$ cat src/rtl/opc5ls_uart_pkg.sv
// Shared constants, register map and FSM state types for the OPC5LS UART.
// No logic; imported by the UART top and its FIFO.
package opc5ls_uart_pkg;

  localparam logic [1:0] REG_DATA   = 2'd0;
  localparam logic [1:0] REG_STATUS = 2'd1;
  localparam logic [1:0] REG_DIV    = 2'd2;
  localparam logic [1:0] REG_IRQEN  = 2'd3;

  localparam int ST_RX_VALID  = 0;
  localparam int ST_TX_FULL   = 1;
  localparam int ST_TX_IDLE   = 2;
  localparam int ST_RX_OVR    = 3;
  localparam int ST_TX_OVF    = 4;
  localparam int ST_FRAME_ERR = 5;

  localparam logic [15:0] MIN_DIV = 16'd2;

  typedef enum logic [1:0] {TX_IDLE, TX_START, TX_DATA, TX_STOP} tx_state_t;
  typedef enum logic [1:0] {RX_IDLE, RX_START, RX_DATA, RX_STOP} rx_state_t;

  function automatic logic [15:0] eff_div(input logic [15:0] d);
    return (d < MIN_DIV) ? MIN_DIV : d;
  endfunction

endpackage

$ cat src/rtl/opc5ls_uart_fifo.sv
// Synchronous FIFO, power-of-2 depth; pop data is visible combinationally at the head.
// Pushes while full and pops while empty are ignored; the caller gates them.
module opc5ls_uart_fifo #(
  parameter int WIDTH = 8,
  parameter int DEPTH = 8
) (
  input  logic                   clk,
  input  logic                   reset_b,
  input  logic                   i_push,
  input  logic [WIDTH-1:0]       i_push_dat,
  input  logic                   i_pop,
  output logic [WIDTH-1:0]       o_pop_dat,
  output logic                   o_full,
  output logic                   o_empty,
  output logic [$clog2(DEPTH):0] o_count
);
  localparam int AW = $clog2(DEPTH);

  logic [WIDTH-1:0] r_mem [DEPTH];
  logic [AW-1:0]    r_wr_ptr;
  logic [AW-1:0]    r_rd_ptr;
  logic [AW:0]      r_count;
  logic             w_push;
  logic             w_pop;

  assign o_full    = (r_count == (AW+1)'(DEPTH));
  assign o_empty   = (r_count == '0);
  assign o_count   = r_count;
  assign o_pop_dat = r_mem[r_rd_ptr];
  assign w_push    = i_push & ~o_full;
  assign w_pop     = i_pop & ~o_empty;

  always_ff @(posedge clk) begin
    if (!reset_b) begin
      r_wr_ptr <= '0;
      r_rd_ptr <= '0;
      r_count  <= '0;
    end else begin
      if (w_push) r_wr_ptr <= r_wr_ptr + AW'(1);
      if (w_pop)  r_rd_ptr <= r_rd_ptr + AW'(1);
      case ({w_push, w_pop})
        2'b10:   r_count <= r_count + (AW+1)'(1);
        2'b01:   r_count <= r_count - (AW+1)'(1);
        default: r_count <= r_count;
      endcase
    end
  end

  always_ff @(posedge clk) begin
    if (w_push) r_mem[r_wr_ptr] <= i_push_dat;
  end

endmodule

$ cat src/rtl/opc5ls_uart.sv
// Memory-mapped 8N1 UART: combinational reads, writes land on the clock edge; full TX FIFO drops bytes.
// Define OPC5LS_UART_IRQ_EN to add the registered irq output and the IRQEN register at offset 3.
module opc5ls_uart
  import opc5ls_uart_pkg::*;
#(
  parameter logic [15:0] BASE_ADDR    = 16'hFE00,
  parameter logic [15:0] CLK_DIV      = 16'd217,
  parameter int          TXFIFO_DEPTH = 8
) (
  input  logic        clk,
  input  logic        reset_b,
  input  logic [15:0] address,
  input  logic [15:0] dout,
  input  logic        rnw,
  output logic        io_sel,
  output logic [15:0] io_rdata,
  output logic        txd,
  input  logic        rxd
`ifdef OPC5LS_UART_IRQ_EN
  ,
  output logic        irq
`endif
);
  localparam int CW = $clog2(TXFIFO_DEPTH) + 1;

  logic          w_wr, w_wr_data, w_wr_status, w_wr_div, w_rx_pop;
  logic [15:0]   r_div, w_div_eff, w_div_m1;
  logic [7:0]    r_rx_data;
  logic          r_rx_valid, r_rx_ovr, r_tx_ovf, r_frame_err;
  logic          w_fifo_push, w_fifo_pop, w_fifo_full, w_fifo_empty, w_tx_idle;
  logic [7:0]    w_fifo_dat;
  logic [CW-1:0] w_fifo_count;

  assign io_sel      = (address[15:2] == BASE_ADDR[15:2]);
  assign w_wr        = io_sel & ~rnw;
  assign w_wr_data   = w_wr & (address[1:0] == REG_DATA);
  assign w_wr_status = w_wr & (address[1:0] == REG_STATUS);
  assign w_wr_div    = w_wr & (address[1:0] == REG_DIV);
  assign w_rx_pop    = w_wr_status & dout[ST_RX_VALID];
  assign w_div_eff   = eff_div(r_div);
  assign w_div_m1    = w_div_eff - 16'd1;
  assign w_fifo_push = w_wr_data & ~w_fifo_full;

  opc5ls_uart_fifo #(.WIDTH(8), .DEPTH(TXFIFO_DEPTH)) u_txfifo (
    .clk        (clk),
    .reset_b    (reset_b),
    .i_push     (w_fifo_push),
    .i_push_dat (dout[7:0]),
    .i_pop      (w_fifo_pop),
    .o_pop_dat  (w_fifo_dat),
    .o_full     (w_fifo_full),
    .o_empty    (w_fifo_empty),
    .o_count    (w_fifo_count)
  );

  // ---------------- TX ----------------
  tx_state_t   r_tx_state, w_tx_next;
  logic [15:0] r_tx_timer;
  logic [2:0]  r_tx_bit;
  logic [7:0]  r_tx_shift;
  logic        r_txd, w_tx_tick, w_tx_load;

  assign w_tx_tick  = (r_tx_timer == 16'd0);
  assign w_fifo_pop = w_tx_load;
  assign w_tx_idle  = (w_fifo_count == '0) & (r_tx_state == TX_IDLE);
  assign txd        = r_txd;

  always_ff @(posedge clk) begin
    if (!reset_b) r_tx_state <= TX_IDLE;
    else          r_tx_state <= w_tx_next;
  end

  always_comb begin
    w_tx_next = r_tx_state;
    w_tx_load = 1'b0;
    case (r_tx_state)
      TX_IDLE:  if (!w_fifo_empty) begin
                  w_tx_next = TX_START;
                  w_tx_load = 1'b1;
                end
      TX_START: if (w_tx_tick) w_tx_next = TX_DATA;
      TX_DATA:  if (w_tx_tick && r_tx_bit == 3'd7) w_tx_next = TX_STOP;
      TX_STOP:  if (w_tx_tick) begin
                  // Chain straight into the next start bit so back-to-back frames have no gap.
                  w_tx_next = w_fifo_empty ? TX_IDLE : TX_START;
                  w_tx_load = ~w_fifo_empty;
                end
      default:  w_tx_next = TX_IDLE;
    endcase
  end

  always_ff @(posedge clk) begin
    if (!reset_b) begin
      r_tx_timer <= '0;
      r_tx_bit   <= '0;
      r_tx_shift <= '0;
      r_txd      <= 1'b1;
    end else if (w_tx_load) begin
      r_tx_shift <= w_fifo_dat;
      r_txd      <= 1'b0;
      r_tx_timer <= w_div_m1;
    end else if (r_tx_state != TX_IDLE) begin
      if (w_tx_tick) begin
        r_tx_timer <= w_div_m1;
        case (r_tx_state)
          TX_START: begin
            r_txd    <= r_tx_shift[0];
            r_tx_bit <= '0;
          end
          TX_DATA: begin
            if (r_tx_bit == 3'd7) begin
              r_txd <= 1'b1;
            end else begin
              r_txd      <= r_tx_shift[1];
              r_tx_shift <= r_tx_shift >> 1;
              r_tx_bit   <= r_tx_bit + 3'd1;
            end
          end
          default: r_txd <= 1'b1;
        endcase
      end else begin
        r_tx_timer <= r_tx_timer - 16'd1;
      end
    end
  end

  // ---------------- RX ----------------
  rx_state_t   r_rx_state, w_rx_next;
  logic        r_rx_s1, r_rx_s2, r_rx_prev;
  logic [15:0] r_rx_timer;
  logic [2:0]  r_rx_bit;
  logic [7:0]  r_rx_shift;
  logic        w_rx_tick, w_rx_done;

  assign w_rx_tick = (r_rx_timer == 16'd0);
  assign w_rx_done = (r_rx_state == RX_STOP) & w_rx_tick;

  always_ff @(posedge clk) begin
    if (!reset_b) r_rx_state <= RX_IDLE;
    else          r_rx_state <= w_rx_next;
  end

  always_comb begin
    w_rx_next = r_rx_state;
    case (r_rx_state)
      RX_IDLE:  if (r_rx_prev & ~r_rx_s2) w_rx_next = RX_START;
      RX_START: if (w_rx_tick) w_rx_next = r_rx_s2 ? RX_IDLE : RX_DATA;
      RX_DATA:  if (w_rx_tick && r_rx_bit == 3'd7) w_rx_next = RX_STOP;
      RX_STOP:  if (w_rx_tick) w_rx_next = RX_IDLE;
      default:  w_rx_next = RX_IDLE;
    endcase
  end

  always_ff @(posedge clk) begin
    if (!reset_b) begin
      r_rx_s1    <= 1'b1;
      r_rx_s2    <= 1'b1;
      r_rx_prev  <= 1'b1;
      r_rx_timer <= '0;
      r_rx_bit   <= '0;
      r_rx_shift <= '0;
    end else begin
      r_rx_s1   <= rxd;
      r_rx_s2   <= r_rx_s1;
      r_rx_prev <= r_rx_s2;
      // Idle keeps the half-bit delay preloaded so START begins counting on the edge it is entered.
      if (r_rx_state == RX_IDLE) begin
        r_rx_timer <= {1'b0, w_div_eff[15:1]} - 16'd1;
      end else if (w_rx_tick) begin
        r_rx_timer <= w_div_m1;
        if (r_rx_state == RX_START) r_rx_bit <= '0;
        if (r_rx_state == RX_DATA) begin
          r_rx_shift <= {r_rx_s2, r_rx_shift[7:1]};
          r_rx_bit   <= r_rx_bit + 3'd1;
        end
      end else begin
        r_rx_timer <= r_rx_timer - 16'd1;
      end
    end
  end

  // ---------------- registers and flags ----------------
  always_ff @(posedge clk) begin
    if (!reset_b) begin
      r_div       <= CLK_DIV;
      r_rx_data   <= '0;
      r_rx_valid  <= 1'b0;
      r_rx_ovr    <= 1'b0;
      r_tx_ovf    <= 1'b0;
      r_frame_err <= 1'b0;
    end else begin
      if (w_wr_div) r_div <= dout;
      r_tx_ovf    <= (r_tx_ovf & ~(w_wr_status & dout[ST_TX_OVF])) | (w_wr_data & w_fifo_full);
      r_rx_ovr    <= (r_rx_ovr & ~(w_wr_status & dout[ST_RX_OVR]))
                   | (w_rx_done & r_rx_s2 & r_rx_valid & ~w_rx_pop);
      r_frame_err <= (r_frame_err & ~(w_wr_status & dout[ST_FRAME_ERR])) | (w_rx_done & ~r_rx_s2);
      // A pop in the same cycle as a good stop bit frees the holding register for the new byte.
      if (w_rx_done & r_rx_s2 & (~r_rx_valid | w_rx_pop)) begin
        r_rx_data  <= r_rx_shift;
        r_rx_valid <= 1'b1;
      end else if (w_rx_pop) begin
        r_rx_valid <= 1'b0;
      end
    end
  end

`ifdef OPC5LS_UART_IRQ_EN
  logic [1:0] r_irqen;
  logic       r_irq;

  assign irq = r_irq;

  always_ff @(posedge clk) begin
    if (!reset_b) begin
      r_irqen <= '0;
      r_irq   <= 1'b0;
    end else begin
      if (w_wr & (address[1:0] == REG_IRQEN)) r_irqen <= dout[1:0];
      r_irq <= (r_rx_valid & r_irqen[0]) | (w_tx_idle & r_irqen[1]);
    end
  end
`endif

  always_comb begin
    io_rdata = '0;
    if (io_sel) begin
      case (address[1:0])
        REG_DATA:   io_rdata = {8'h00, r_rx_data};
        REG_STATUS: begin
          io_rdata[ST_RX_VALID]  = r_rx_valid;
          io_rdata[ST_TX_FULL]   = w_fifo_full;
          io_rdata[ST_TX_IDLE]   = w_tx_idle;
          io_rdata[ST_RX_OVR]    = r_rx_ovr;
          io_rdata[ST_TX_OVF]    = r_tx_ovf;
          io_rdata[ST_FRAME_ERR] = r_frame_err;
        end
        REG_DIV:    io_rdata = r_div;
        default: begin
`ifdef OPC5LS_UART_IRQ_EN
          io_rdata = {14'b0, r_irqen};
`else
          io_rdata = '0;
`endif
        end
      endcase
    end
  end

endmodule

$ cat config.mk
export PLATFORM = sky130hd
export DESIGN_NAME = opc5ls_uart
export DESIGN_NICKNAME = d
export VERILOG_FILES = /design/src/rtl/opc5ls_uart_pkg.sv /design/src/rtl/opc5ls_uart_fifo.sv /design/src/rtl/opc5ls_uart.sv
export SDC_FILE = /design/constraint.sdc
export NUM_CORES = 1
export LEC_CHECK = 0
export ABC_CLOCK_PERIOD_IN_PS = 9100
export CAP_MARGIN = 20
export CORE_MARGIN = 2
export CORE_UTILIZATION = 60
export DETAILED_ROUTE_END_ITERATION = 10
export GPL_TIMING_DRIVEN = 0
export PLACE_DENSITY = 0.81
export SETUP_SLACK_MARGIN = 0.15
export SLEW_MARGIN = 25
export SYNTH_ARGS = -nofsm -noshare
export SYNTH_HDL_FRONTEND = slang
export SYNTH_SLANG_ARGS = --single-unit
$ cat constraint.sdc
create_clock -name clk -period 9.1 [get_ports clk]
set_input_delay 0.91 -clock clk [delete_from_list [all_inputs] [get_ports clk]]
set_output_delay 0.91 -clock clk [all_outputs]
set_load 0.005 [all_outputs]
==> impl_metrics.tcl, run 1 <==
set metrics [dict create \
    status "complete, no violations" \
    grt_use_total_pct 30.43 \
    drt_iter0_drc 909 \
    rows 43 \
    slew_viol_final 0 \
    cp.arrival_ns 3.22 \
    synth-edff-count 64 \
    grt_pass1_wl_um 34090 \
    route.vias.total 6996 \
    rrSetupSlack_ns 5.09 \
    fin_setup_tns_ns 0 \
    first_global_vias 6458 \
    dr_wl_met2_um 10120 \
    cp_num_buf_inv 2 \
    ant_nets 0 \
    ys_ff_latch 167 \
    min_period_ns 4.133 \
    rsz0062_at_grt "false" \
    antenna_cells 0 \
    slew_headroom_pct 42.61 \
    worstPathMaxFanout 10 \
    numPortBuffers 52 \
    htree_levels 4 \
    place_congestion 0.9126 \
    synthTopCellsByCount "dfxtp_1 (103), nor2_1 (95), nand2_1 (91), edfxtp_1 (64), a21oi_1 (50)" \
    drcViolationCount 0 \
    dpl_cell_area_mm2 0.009131 \
    slowest_stage "nor2b_1" \
    met3RoutedLength_um 1891 \
    synth_nets 919 \
    cts_resized 0 \
    finClkSkew_ns 0.009581 \
    yosysTopAreaCellShare_pct 24.64 \
    tightest_slew_ns 0.8609 \
    wirelength_um 21730 \
    critPathKind "in2out" \
    setup_viol 0 \
    synth-warning-count 0 \
    cts_buffers 17 \
    end_kind "output pin" \
    die-area_mm2 0.01491 \
    drive_gt1_share_pct 8.068 \
    cts_setup_buffers 0 \
    synth.most_common_cell "dfxtp_1" \
    met1_length_um 9146 \
    syn2layout_area_growth_pct 16.41 \
    crit_path_cell_trace "clkdlybuf4s50_1 > nor2b_1 > nor2b_1 > and2_1 > clkdlybuf4s50_1" \
    async_flop_share_pct 0 \
    netlist_area_mm2 0.008369 \
    yosysUniqueCellTypes 73 \
    dpl.hpwl_um 14810 \
    gr-total-overflow 0 \
    leakage_nw 3.401 \
    fmax_mhz 241.9 \
    die_x_um 122.1 \
    yosys-top-cells-area "dfxtp_1 (25%), edfxtp_1 (23%), mux4_2 (4.3%)" \
    clk_pin_slew_ns 0.07 \
    dieHeight_um 122.1 \
    synthFlopType "dfxtp_1" \
    design.core.area_mm2 0.01377 \
    syn_area_per_cell_um2 9.754 \
    fin_crit_sh_pct 45.42 \
    io_pins 54 \
    syn_inst 858 \
    nets 990 \
    clock-sinks 167 \
    slowest_delay_ns 0.62 \
    power_density_mw_per_mm2 216.8 \
    first_pass_iters 8 \
    cp_top_family "simple AND/OR/NAND/NOR gates" \
    finish.instance_area_mm2 0.009743 \
    grt_max_degree 18 \
    startpoint_type "input port" \
    synth_seq_area_share_pct 47.60 \
    clk_latency_ns 0.43 \
    viasPerCell 6.235 \
    cts_root_buffer "clkbuf_16" \
    wl_per_cell_um 19.37 \
    clockBufferDepth 2 \
    hold_viol_final 0 \
    maxCapViolCount 0 \
    cts_tree "built" \
    hp-class "reg2reg" \
    required_ns 8.19 \
    irDropWorstVdd_uv 136.4 \
    start_util_pct 60.76 \
    antenna_found_initial 0 \
    cts_hold_buf 0 \
    synth_top_cell_by_area "dfxtp_1" \
    top_layer "met4" \
]
## where the power goes
group / switching, mW / total (mW) / internal (mW)
combinational: 0.322 / 0.518 / 0.196
clock: 0.332 / 0.747 / 0.416
sequential: 0.0385 / 0.847 / 0.809
## cells in the final DEF (no fill, tap or decap), types with 4 or more instances in the layout
master           synthesis  final
a2111oi_0                4      4
a211oi_1                21     21
a21o_1                   4      4
a21oi_1                 50     50
a31oi_1                  7      7
and2_1                  12     12
buf_1                    4      4
buf_2                    6      6
clkbuf_1                44     44
clkbuf_16                0     17
clkdlybuf4s50_1          0     52
clkinvlp_4               0      4
dfxtp_1                103    103
edfxtp_1                64     64
ha_1                    24     24
inv_1                   19     19
mux2i_1                 29     29
mux4_2                  16     16
nand2_1                 91     91
nand2b_1                14     14
nand3_1                 30     30
nand3b_1                 7      7
nand4_1                  5      5
nor2_1                  95     95
nor2b_1                 12     12
nor3_1                  26     24
nor3b_1                  5      5
nor4_1                  18     17
o21ai_0                 27     27
o22ai_1                  4      4
o32ai_1                  4      4
or3_1                   11     11
or4_1                    6      6
xnor2_1                 21     21
xor2_1                  16     16
## area by class of cell
class | count | area, um2
fillers | 1026 | 4030
multi-input cells | 616 | 4109
inverters | 20 | 75.07
repair buffers | 52 | 520.5
plain buffers | 55 | 217.7
flip-flops and latches | 167 | 3984
clock buffers | 17 | 425.4
clock inverters | 15 | 186.4
well taps | 180 | 225.2
## layer usage
layer / GRT usage [%] / up-vias
met3: 6.788 / 50
met4: 11.42 / 0
met1: 42.29 / 3336
li1: - / 3256
met5: 0 / -
met2: 46.82 / 354
## metrics by stage
stage / power (mW) / utilization [%] / hold WS, ns / worst slack [ns] / std cells
after floorplan: 1.242 / - / 0.3863 / 5.657 / 858
after global placement: 1.359 / 66.18 / 0.3892 / 4.853 / 1090
after global routing: 2.209 / 70.74 / 0.4326 / 4.781 / 1122
final: 2.112 / 70.74 / 0.4231 / 4.967 / 1122
after CTS: 2.102 / 70.74 / 0.4261 / 4.989 / 1122
after detailed placement: 1.364 / 66.30 / 0.4088 / 4.783 / 1090
## cells by family after synthesis
kind of cell	count (synthesis)	synth area share [%]
and+or+nand+nor	357	21.60
DFF	167	47.60
AOI/OAI and AO/OA	150	11.56
buffers and inverters	75	3.498
muxes	47	8.043
xor gates and xnor gates	37	3.872
adders and majority gates	25	3.827
## path summary, 6_finish.rpt
| check | start | to | cells past startpoint |
|---|---|---|---|
| min | r_rx_s1 | r_rx_s2 | 1 |
| max | address[1] | io_rdata[12] | 5 |
| max reg2reg | r_div[6] | r_rx_timer[11] | 13 |
| min reg2reg | r_rx_s1 | r_rx_s2 | 1 |
## sequential cells by signal (all words and copies together) (netlist names), 2 cells and up, named ones only
register / cells
r_div: 16
r_rx_bit: 3
r_rx_data: 8
r_rx_shift: 8
r_rx_timer: 16
r_tx_bit: 3
r_tx_shift: 8
r_tx_state: 2
r_tx_timer: 16
u_txfifo.o_count: 4
u_txfifo.r_mem: 64
u_txfifo.r_rd_ptr: 3
u_txfifo.r_wr_ptr: 3
Note: power is estimated with default switching activity, not from simulation.
==> run 2, diff against run 1 <==
--- a/config.mk
+++ b/config.mk
@@ -5,7 +5,7 @@
 export SDC_FILE = /design/constraint.sdc
 export NUM_CORES = 1
 export LEC_CHECK = 0
-export ABC_CLOCK_PERIOD_IN_PS = 9100
+export ABC_CLOCK_PERIOD_IN_PS = 4000
 export CAP_MARGIN = 20
 export CORE_MARGIN = 2
 export CORE_UTILIZATION = 60
==> constraint.sdc (replaced) <==
create_clock -name clk -period 4 [get_ports clk]
set_input_delay 0.4 -clock clk [delete_from_list [all_inputs] [get_ports clk]]
set_output_delay 0.4 -clock clk [all_outputs]
set_load 0.005 [all_outputs]
==> run 2 against run 1 <==
- combinational power rose by 130%
- sequential power increased by 130%
- clock skew decreased by 0.00052 ns
- non-clock buffer count stayed put
- cell count unchanged
- critical path depth increased by 6
- total power is 130% higher
- sequential share of layout area decreased by 0.17 points
- die area unchanged
- first-iteration DRC count is 2.0% higher
- highest routed layer unchanged
==> impl_metrics.tcl, run 2 (synthesis results as in run 1) <==
set metrics [dict create \
    antenna_found_initial 0 \
    status "complete, no violations" \
    cp_top_family "simple AND/OR/NAND/NOR gates" \
    hp-start "reset_b" \
    fin_crit_sh_pct 91.95 \
    switching_share_pct 32.83 \
    hold_depth 2 \
    cp_num_buf_inv 2 \
    cp.arrival_ns 3.98 \
    die_x_um 122.1 \
    grt_max_degree 18 \
    worstPathMaxFanout 10 \
    p_int_mw 3.242 \
    combPwrFrac_pct 24.8 \
    p_clk_share_pct 35.2 \
    end_kind "flip-flop" \
    startpoint_type "flip-flop" \
    hold_viol_final 0 \
    clock-sinks 167 \
    switching_power_mw 1.584 \
    io_pins 54 \
    clk_latency_ns 0.44 \
    cts_hold_buf 0 \
    place_congestion 0.9126 \
    required_ns 4.30 \
    mostFrequentLayoutCell "dfxtp_1" \
    drcViolationCount 0 \
    top_register "u_txfifo.r_mem" \
    critPathKind "reg2reg" \
    rrSetupSlack_ns 0.32 \
    leakage_nw 3.438 \
    first_global_vias 6473 \
    power_density_mw_per_mm2 493.4 \
    die-area_mm2 0.01491 \
    drt_iter0_drc 927 \
    cts_root_buffer "clkbuf_16" \
    grt_use_total_pct 30.43 \
    dpl.hpwl_um 14810 \
    reg2reg_to "r_rx_timer[14]" \
    crit_path_cell_trace "clkbuf_2 > or4_1 > nor4_4 > a21boi_0 > inv_1 > ha_1 > and3_1 > nand3_1 > xnor2_1 > nor3_1 > a2111oi_1" \
    layout_common_cells "dfxtp_1 (103), nor2_1 (94), nand2_1 (91)" \
    utilization_pct 71.03 \
    numPortBuffers 52 \
    slew_viol_final 0 \
    maxCapViolCount 0 \
    hold_end "r_rx_s1" \
    cts_buffers 17 \
    largest_reg_flops 64 \
    min_period_ns 3.678 \
    seq_power_share_pct 40.0 \
    ant_nets 0 \
    cts_tree "built" \
    reg2reg_depth 11 \
    setup_viol 0 \
    finClkSkew_ns 0.009065 \
    rsz0062_at_grt "false" \
    design.core.area_mm2 0.01377 \
    nets 990 \
    wl_per_cell_um 19.48 \
    irDropWorstVdd_uv 313.3 \
    fmax_mhz 271.9 \
    slowest_stage "or4_1" \
    first_pass_iters 5 \
    grt_pass1_wl_um 34110 \
    antenna_cells 0 \
    wirelength_um 21860 \
    tightest_slew_ns 0.8765 \
    gr-total-overflow 0 \
    power.total_mw 4.827 \
    clockBufferDepth 2 \
    htree_levels 4 \
    cts_setup_buffers 0 \
    drive_gt1_share_pct 9.342 \
    clk_pin_slew_ns 0.07 \
    fin_setup_tns_ns 0 \
    hp-class "in2reg" \
    syn2layout_area_growth_pct 16.89 \
    start_util_pct 60.76 \
    slowest_delay_ns 0.71 \
    viasPerCell 6.275 \
    dieHeight_um 122.1 \
    rows 43 \
    r2r-start "r_div[6]" \
    slew_headroom_pct 41.56 \
    route.vias.total 7040 \
    hold_ws_ns 0.3971 \
]
## run 2: worst max-delay path by stage
stage	startpoint	end	slack, ns	cells after the start
floorplan	r_div[6]	r_rx_timer[13]	0.79	13
global placement	r_div[6]	r_rx_timer[11]	0.12	13
detailed placement	r_div[6]	r_rx_timer[11]	0.15	13
CTS	r_div[3]	r_rx_timer[11]	0.21	13
global route	r_div[6]	r_rx_timer[14]	0.15	11
finish	r_div[6]	r_rx_timer[14]	0.32	11
## run 2: layout make-up
type | instances | area (um2)
Clock inverter | 15 | 186.4
Buffer | 55 | 226.5
Timing Repair Buffer | 52 | 520.5
Clock buffer | 17 | 425.4
Multi-Input combinational cell | 616 | 4140
Inverter | 20 | 75.07
Tap cell | 180 | 225.2
Fill cell | 1023 | 3990
Sequential cell | 167 | 3984
## run 2: through the flow
step	std cells	setup WS [ns]	cell area, um2
after global placement	1090	0.1172	9115
after floorplan	858	0.7950	8369
after detailed placement	1090	0.1486	9131
after global routing	1122	0.1501	9783
final	1122	0.3220	9783
after CTS	1122	0.2117	9749
## run 2: layer usage
layer / track usage, % / part of all wire (%)
met1: 42.25 / 41
met2: 47.35 / 47
met3: 6.367 / 8.9
met4: 11.06 / 3.1
met5: 0 / 0
## run 2: what timing repair did
item / in CTS / in global routing
setup endpoints to repair: 4 / 13
pin swaps: 0 / 0
cloned: 0 / 0
gates resized for setup: 2 / 18
## run 2: power by group through the flow
stage	clock network (mW)	registers (mW)	logic (mW)
floorplan	0	1.94	0.884
global placement	0	1.96	1.13
detailed placement	0	1.96	1.14
CTS	1.71	1.92	1.15
global route	1.78	1.94	1.32
finish	1.70	1.93	1.20
==> run 3, diff against run 2 <==
--- a/config.mk
+++ b/config.mk
@@ -11,8 +11,9 @@
 export CORE_UTILIZATION = 60
 export DETAILED_ROUTE_END_ITERATION = 10
 export GPL_TIMING_DRIVEN = 0
+export HOLD_SLACK_MARGIN = 0.02
 export PLACE_DENSITY = 0.81
-export SETUP_SLACK_MARGIN = 0.15
+export SETUP_SLACK_MARGIN = 0.2
 export SLEW_MARGIN = 25
 export SYNTH_ARGS = -nofsm -noshare
 export SYNTH_HDL_FRONTEND = slang
==> run 3 against run 2 <==
- routed wire length up 0.17%
- worst setup slack better by 0.025 ns
- critical endpoint is now r_rx_timer[11]
- via count up 0.17%
- sequential share of layout area unchanged
- worst hold slack about the same
- fmax up 0.69%
- sequential cell count unchanged
- register-to-register slack better by 0.03 ns
- sequential power about the same
==> impl_metrics.tcl, run 3 (synthesis results as in run 1) <==
set metrics [dict create \
    end_kind "flip-flop" \
    reg2reg_to "r_rx_timer[11]" \
    mostFrequentLayoutCell "dfxtp_1" \
    largest_reg_flops 64 \
    power_density_mw_per_mm2 493.3 \
    clk_latency_ns 0.43 \
    met3RoutedLength_um 1983 \
    dieHeight_um 122.1 \
    syn2layout_area_growth_pct 16.89 \
    startpoint_type "flip-flop" \
    dr_wl_met2_um 10200 \
    grt_pass1_wl_um 34110 \
    cp.arrival_ns 3.97 \
    dp.cells 1090 \
    die-area_mm2 0.01491 \
    rows 43 \
    route.vias.total 7052 \
    antenna_found_initial 0 \
    met1_length_um 9024 \
    hold_viol_final 0 \
    slew_viol_final 0 \
    viasPerCell 6.285 \
    hold_depth 2 \
    ant_nets 0 \
    worstPathMaxFanout 10 \
    drcViolationCount 0 \
    cts_buffers 17 \
    hp-class "in2reg" \
    slew_headroom_pct 42.38 \
    finish.instance_area_mm2 0.009783 \
    wl_per_cell_um 19.51 \
    leakage_nw 3.437 \
    reg2reg_depth 13 \
    rrSetupSlack_ns 0.35 \
    r2r-start "r_div[6]" \
    hold_end "r_rx_s1" \
    clockBufferDepth 2 \
    critPathKind "reg2reg" \
    clk_pin_slew_ns 0.07 \
    slowest_delay_ns 0.45 \
    cts_root_buffer "clkbuf_16" \
    place_congestion 0.9126 \
    nets 990 \
    fill_cells 1023 \
    required_ns 4.31 \
    io_pins 54 \
    layout_common_cells "dfxtp_1 (103), nor2_1 (94), nand2_1 (91)" \
    status "complete, no violations" \
    wirelength_um 21890 \
    fin_ws_ns 0.3472 \
    antenna_cells 0 \
    gr-total-overflow 0 \
    grt_max_degree 18 \
    fin_setup_tns_ns 0 \
    min_period_ns 3.653 \
    cp_common_cell "clkbuf_1" \
    rsz0062_at_grt "true" \
    setup_viol 0 \
    finClkSkew_ns 0.01011 \
    cp_num_buf_inv 3 \
    cts_tree "built" \
    fin_crit_sh_pct 91.32 \
    hold_ws_ns 0.3975 \
    numPortBuffers 52 \
    instances_no_fill 1122 \
    htree_levels 4 \
    grt_use_total_pct 30.43 \
    post-place-ws_ns 0.1486 \
    clock-sinks 167 \
    slowest_stage "or3b_2" \
    die_x_um 122.1 \
    dpl_cell_area_mm2 0.009131 \
    fmax_mhz 273.8 \
    drt_iter0_drc 929 \
    dpl.hpwl_um 14810 \
    cts_setup_buffers 0 \
    first_pass_iters 6 \
    first_global_vias 6473 \
    maxCapViolCount 0 \
    top_layer "met4" \
    design.core.area_mm2 0.01377 \
    irDropWorstVdd_uv 309.7 \
    hp-start "reset_b" \
    cp_top_family "simple AND/OR/NAND/NOR gates" \
    start_util_pct 60.76 \
    drive_gt1_share_pct 9.342 \
    tightest_slew_ns 0.8643 \
    top_register "u_txfifo.r_mem" \
    crit_path_cell_trace "clkbuf_2 > or4_1 > nor4_4 > and2_1 > nor2_2 > ha_2 > or3b_2 > clkbuf_1 > or3_1 > clkbuf_1 > o31a_1 > nor3_1 > o32ai_1" \
]
-- run 3: how the worst max path moves through the flow --
| stage | from | to | slack, ns | cells after the start |
|---|---|---|---|---|
| 2_1_floorplan | r_div[6] | r_rx_timer[13] | 0.79 | 13 |
| 3_3_place_gp | r_div[6] | r_rx_timer[11] | 0.12 | 13 |
| 3_5_place_dp | r_div[6] | r_rx_timer[11] | 0.15 | 13 |
| 4_1_cts | r_div[3] | r_rx_timer[11] | 0.21 | 13 |
| 5_1_grt | r_tx_timer[0] | u_txfifo.o_count[3] | 0.16 | 14 |
| 6_report | r_div[6] | r_rx_timer[11] | 0.35 | 13 |
-- run 3: repair_timing --
item | 4_1_cts | 5_1_grt
gates cloned | 0 | 0
setup endpoints to repair | 5 | 14
hold buffers | 0 | 0
gates resized for setup | 2 | 19
-- run 3: layout make-up --
type                       count  area, um2  area share (%)
timing repair buffer          52      520.5           5.320
buffer                        55      226.5           2.315
tap                          180      225.2           2.302
clock buffer                  17      425.4           4.348
clock inverter                15      186.4           1.906
inverter                      20      75.07          0.7674
multi-input combinational    616       4140           42.32
sequential                   167       3984           40.72
-- run 3: metal layers --
layer / vias to the layer above / global-route usage (%)
met5: - / 0
met4: 0 / 11.06
met3: 62 / 6.367
met2: 394 / 47.35
met1: 3334 / 42.25
li1: 3262 / -
-- run 3: where the power goes --
part           leakage, nW  switching [mW]  internal, mW
sequential            1.41          0.0902          1.84
combinational         1.74           0.735         0.457
clock                0.285           0.758         0.946
-- run 3: through the flow --
step	util, %	total power, mW
floorplan	-	2.826
global placement	66.18	3.091
detailed placement	66.30	3.104
CTS	70.78	4.783
global route	71.03	5.045
finish	71.03	4.826
-- run 3: worst reg2reg max path, cell delays in order, from the launching register on --
cell and delay [ns]:
dfxtp_1 0.31, clkbuf_2 0.28, or4_1 0.31, nor4_4 0.08, and2_1 0.21, nor2_2 0.18, ha_2 0.27, or3b_2 0.45
clkbuf_1 0.20, or3_1 0.37, clkbuf_1 0.18, o31a_1 0.28, nor3_1 0.28, o32ai_1 0.13
